**src/rtl/display_pkg.sv**
```systemverilog
// Shared types and constants for the BCD scan display driver.
// Blanking of leading zeros is enabled by LEADING_ZERO_BLANK_EN.
package display_pkg;

  typedef enum logic [1:0] {
    S_IDLE  = 2'd0,
    S_CONV  = 2'd1,
    S_LATCH = 2'd2
  } conv_state_e;

  localparam int NUM_DIGITS      = 4;
  localparam int MAX_DISPLAY     = 9999;
  localparam int REFRESH_DIV_DEF = 100000;
  localparam int BIN_W           = 14;
  localparam int BCD_W           = 4 * NUM_DIGITS;
  localparam int IDX_W           = $clog2(NUM_DIGITS);
  localparam int CNT_W           = $clog2(BIN_W);

  // Double-dabble correction: bump every nibble >= 5 by 3.
  function automatic logic [BCD_W-1:0] add3_all(
    input logic [BCD_W-1:0] b
  );
    logic [BCD_W-1:0] r;
    r = b;
    for (int i = 0; i < NUM_DIGITS; i++) begin
      if (b[4*i +: 4] >= 4'd5)
        r[4*i +: 4] = b[4*i +: 4] + 4'd3;
    end
    return r;
  endfunction

endpackage

```
**src/rtl/bin_to_bcd_seq.sv**
```systemverilog
// Sequential binary-to-BCD converter, one input bit per cycle, MSB first.
// Handshake: start in IDLE, busy through CONV/LATCH, done in LATCH.
module bin_to_bcd_seq
  import display_pkg::*;
(
  input  logic             clk,
  input  logic             reset,
  input  logic             start,
  input  logic [BIN_W-1:0] bin,
  output logic             busy,
  output logic             done,
  output logic [BCD_W-1:0] bcd
);

  localparam logic [CNT_W-1:0] LAST = CNT_W'(BIN_W - 1);

  conv_state_e      state_q, state_d;
  logic [BIN_W-1:0] sr_q, sr_d;
  logic [BCD_W-1:0] acc_q, acc_d;
  logic [CNT_W-1:0] cnt_q, cnt_d;
  logic [BCD_W-1:0] adj;

  assign adj = add3_all(acc_q);
  assign bcd = acc_q;

  always_ff @(posedge clk) begin
    if (reset) begin
      state_q <= S_IDLE;
      sr_q    <= '0;
      acc_q   <= '0;
      cnt_q   <= '0;
    end else begin
      state_q <= state_d;
      sr_q    <= sr_d;
      acc_q   <= acc_d;
      cnt_q   <= cnt_d;
    end
  end

  always_comb begin
    state_d = state_q;
    sr_d    = sr_q;
    acc_d   = acc_q;
    cnt_d   = cnt_q;
    busy    = 1'b0;
    done    = 1'b0;
    unique case (state_q)
      S_IDLE: begin
        if (start) begin
          sr_d    = bin;
          acc_d   = '0;
          cnt_d   = '0;
          state_d = S_CONV;
        end
      end
      S_CONV: begin
        busy          = 1'b1;
        {acc_d, sr_d} = {adj, sr_q} << 1;
        cnt_d         = cnt_q + 1'b1;
        if (cnt_q == LAST)
          state_d = S_LATCH;
      end
      S_LATCH: begin
        busy    = 1'b1;
        done    = 1'b1;
        state_d = S_IDLE;
      end
      default: state_d = S_IDLE;
    endcase
  end

endmodule

```
**src/rtl/bcd_scan_driver.sv**
```systemverilog
// Four-digit multiplexed BCD display driver with clamped binary capture.
// Define LEADING_ZERO_BLANK_EN to blank slots above the top nonzero digit.
module bcd_scan_driver
  import display_pkg::*;
#(
  parameter int REFRESH_DIV = REFRESH_DIV_DEF,
  parameter int VALUE_W     = BIN_W
)(
  input  logic               clk,
  input  logic               reset,
  input  logic [VALUE_W-1:0] value,
  input  logic               load,
  output logic               busy,
  output logic               done,
  output logic               ovf,
  output logic [3:0]         BCD,
  output logic [3:0]         an
);

  localparam int PW =
    (REFRESH_DIV > 1) ? $clog2(REFRESH_DIV) : 1;
  localparam logic [PW-1:0] PLAST = PW'(REFRESH_DIV - 1);

  logic             start_q;
  logic [BIN_W-1:0] bin_q;
  logic             over;
  logic             accept;
  logic             conv_done;
  logic [BCD_W-1:0] conv_bcd;

  logic [NUM_DIGITS-1:0][3:0] disp_q;
  logic [PW-1:0]              presc_q;
  logic [IDX_W-1:0]           idx_q;
  logic [3:0]                 an_d;

  assign over   = 64'(value) > 64'(MAX_DISPLAY);
  // start_q covers the hand-off cycle before the converter reports busy.
  assign accept = load & ~busy & ~start_q;
  assign done   = conv_done;

  always_ff @(posedge clk) begin
    if (reset) begin
      start_q <= 1'b0;
      bin_q   <= '0;
      ovf     <= 1'b0;
    end else begin
      start_q <= accept;
      if (accept) begin
        bin_q <= over ? BIN_W'(MAX_DISPLAY) : BIN_W'(value);
        ovf   <= over;
      end
    end
  end

  bin_to_bcd_seq u_conv (
    .clk   (clk),
    .reset (reset),
    .start (start_q),
    .bin   (bin_q),
    .busy  (busy),
    .done  (conv_done),
    .bcd   (conv_bcd)
  );

  always_ff @(posedge clk) begin
    if (reset)
      disp_q <= '0;
    else if (conv_done)
      disp_q <= conv_bcd;
  end

`ifdef LEADING_ZERO_BLANK_EN
  logic [IDX_W-1:0] msd;

  always_comb begin
    msd = '0;
    for (int i = 1; i < NUM_DIGITS; i++) begin
      if (disp_q[i] != 4'd0)
        msd = IDX_W'(i);
    end
  end

  assign an_d = (idx_q > msd) ? 4'b1111
                              : ~(4'b0001 << idx_q);
`else
  assign an_d = ~(4'b0001 << idx_q);
`endif

  always_ff @(posedge clk) begin
    if (reset) begin
      presc_q <= '0;
      idx_q   <= '0;
      an      <= 4'b1110;
      BCD     <= 4'd0;
    end else begin
      an  <= an_d;
      BCD <= disp_q[idx_q];
      if (presc_q == PLAST) begin
        presc_q <= '0;
        idx_q   <= idx_q + 1'b1;
      end else begin
        presc_q <= presc_q + 1'b1;
      end
    end
  end

endmodule
```
**config.mk**
```make
export PLATFORM = sky130hd
export DESIGN_NAME = bcd_scan_driver
export DESIGN_NICKNAME = d
export VERILOG_FILES = /design/src/rtl/display_pkg.sv /design/src/rtl/bin_to_bcd_seq.sv /design/src/rtl/bcd_scan_driver.sv
export SDC_FILE = /design/constraint.sdc
export NUM_CORES = 1
export LEC_CHECK = 0
export CAP_MARGIN = 20
export CORE_ASPECT_RATIO = 1.4
export CORE_MARGIN = 4
export CORE_UTILIZATION = 58
export CTS_CLUSTER_DIAMETER = 50
export DETAILED_ROUTE_END_ITERATION = 6
export PLACE_DENSITY = 0.81
export SLEW_MARGIN = 20
export SYNTH_ARGS = -nofsm -noshare
export SYNTH_HDL_FRONTEND = slang
export SYNTH_SLANG_ARGS = --single-unit
```
**constraint.sdc**
```tcl
create_clock -name clk -period 2.61 [get_ports clk]
set_clock_uncertainty 0.1 [all_clocks]
set_input_delay 0.3915 -clock clk [delete_from_list [all_inputs] [get_ports clk]]
set_output_delay 0.3915 -clock clk [all_outputs]
set_load 0.02 [all_outputs]
```
==> out/results.ini <==
[outcome]
status = complete, no violations

[route]
dr.pass1.iters = 4
ant_nets = 0
drtIter0Drc = 146
routedWlPerCell_um = 14.7
routed_wl_mm = 8.39
drc = 0
vias = 3200
vias_per_cell = 5.59

[sta]
fin_tns_setup_ns = 0
rsz0062_at_grt = no
timing.fmax_mhz = 444
min_period_ns = 2.25
fin_crit_sh = 0.862
tightestPinTransition_ns = 0.620
hold_violations = 0
slew_viol_final = 0
setup_viol_count_final = 0
slew-limit-headroom = 0.586

[place]
gp_congestion = 0.854
dpl_cell_area_um2 = 4570
hpwl_mm = 6.03
place_inst = 556
port_buffers = 27

[critical_path]
path_buf_inv = 2
critical_path_class = reg2out
critPathRequiredTime_ns = 2.12
critPathTopFamily = buffers and inverters
cp-end-kind = primary output
start_kind = register
worstPathCellList = inv_1 > ha_1 > clkdlybuf4s50_1
slowest_stage = clkdlybuf4s50_1
path_max_fanout = 3
slowest_delay_ns = 0.61
cp.arrival_ns = 1.76

[synthesis]
synth_cells = 448
syn_area_um2 = 4210
synth_area_leaders = dfxtp_1 45%, mux2i_1 8.1%, nor2_1 5.9%
yosys_warnings = 0
synth_xor_area_frac = 0.0437
synth_top_area_frac = 0.451
syn_area_per_cell_um2 = 9.40
synth-seq-cells = 95
yosysTopAreaCell = dfxtp_1
synthSimpleGateAreaFrac = 0.192
syn_nets = 483
synth_top_family_by_area = simple AND/OR/NAND/NOR gates
synth_compound_area_frac = 0.113
synthDistinctLibCells = 42
synthMuxAreaShare = 0.105
seq_area_frac_synth = 0.451
synthAdderAreaFrac = 0.0535

[floorplan]
num_rows = 36
ios = 28
core-area_um2 = 7030
fp.dieW_um = 80.0
initial_core_util = 0.600
die_area_um2 = 8710
die_h_um = 109

[layout]
final_common_cell = dfxtp_1
antenna_cells = 0
final_core_util = 0.682
nFillCells = 569
drive_above_1_share = 0.0713
multi_input_comb_area_um2 = 2130
final_cells = 572
finalNetCount = 507
area_growth_pct = 13.7
seq_area_um2 = 1900
postLayoutCellArea_um2 = 4790
mostFrequentLayoutCells = 95 x dfxtp_1, 66 x nor2_1, 34 x mux2i_1, 26 x clkdlybuf4s50_1, 24 x inv_1

[cts]
hold_buffers = 0
root_buffer = clkbuf_8
htreeDepth = 3
cts_tree = built
clkSinkCount = 95
numCtsBuffers = 9
clk_pin_slew_ns = 0.09
clock_latency_ns = 0.37
clock_path_buffers = 2
cts_resized = 0
post_cts_buffers = 0

[hold_path]
hold_path_class = in2reg

[grt]
grt_max_degree = 41
grt_pass1_wl_mm = 13.9
grt-busiest-layer = met2
use_met1 = 0.227
grt_overflow_total = 0
grt_pass1_vias = 3106
grt.met2_usage = 0.354
use_met3 = 0.0455
grt.total_usage = 0.203
antenna_found_initial = 0

[power_and_ir_drop]
power_density_nw_per_um2 = 586
p_leak_nw = 1.70
total_power_mw = 2.81
peakVddDrop_mv = 0.364

[flow_run]
drv_cap = 0

## synthesized netlist by cell type, drive strengths merged
cell     number
dfxtp        95
nor2         67
mux2i        34
inv          24
a21oi        22
nand2        22
a211oi       20
ha           18
xnor2        14
clkbuf       12
nand2b       12
nand3        12
o21ai        12
buf           9
a22o          8
nand4         8
xor2          7
nor4b         6
nor2b         5
nor4          5
or3           5
a221oi        4
mux4          4
nor3          4
and2          3
nand3b        2
nor3b         2
or4           2
a21o          1
a22oi         1
a2bb2oi       1
a32oi         1
and4          1
and4b         1
mux2          1
o31ai         1
o41ai         1
or2           1
## state kept, by name, summed over array words and instances, names as in the netlist
signal and cells:
idx_q 2, ovf 1, u_conv.cnt_q 4, presc_q 17, disp_q 16, start_q 1
u_conv.state_q 2, u_conv.sr_q 14, bin_q 14, an 4, BCD 4, u_conv.bcd 16
## kinds of logic (layout without fill, tap and decap cells)
group	count (synthesis)	in the layout
mux	39	39
xor+xnor	21	21
buf+inv	45	74
simple gates	158	158
flops	95	95
fa+ha+maj	18	18
compound gates	72	72
## report_power, final
group | internal (mW) | total (mW) | switching (mW)
clock | 0.523 | 1.01 | 0.491
sequential | 1.50 | 1.53 | 0.0323
combinational | 0.106 | 0.260 | 0.155
## through the flow
step                hold WS [ns]  worst slack, ns
floorplan                  0.331            0.683
global route               0.378            0.294
finish                     0.342            0.359
CTS                        0.328            0.334
detailed placement         0.346            0.488
global placement           0.344            0.530
## routing by layer
metal,part of all wire,wire length (µm)
met5,0,0
met1,0.41,3440
met4,0.024,204
met2,0.52,4400
met3,0.041,342
## cell type report
cell class              instances  area share
repair buffers                 34      0.0689
clock inverters                 4      0.0107
flip-flops and latches         95       0.397
multi-input cells             308       0.445
inverters                      24      0.0188
well taps                      95      0.0248
clock buffers                  12      0.0345
## worst paths after layout
check	startpoint	end	slack, ns	cells after the start
setup / recovery	u_conv.state_q[0]$_SDFFE_PP0P_	busy	0.36	3
setup reg to reg	u_conv.state_q[0]$_SDFFE_PP0P_	u_conv.bcd[2]$_SDFFE_PP0P_	0.53	6
hold reg to reg	bin_q[11]$_SDFFE_PP0P_	bin_q[11]$_SDFFE_PP0P_	0.36	2
hold / removal	reset	an[0]$_SDFF_PP0_	0.34	2
No activity file was read; power rests on OpenSTA's default activity.
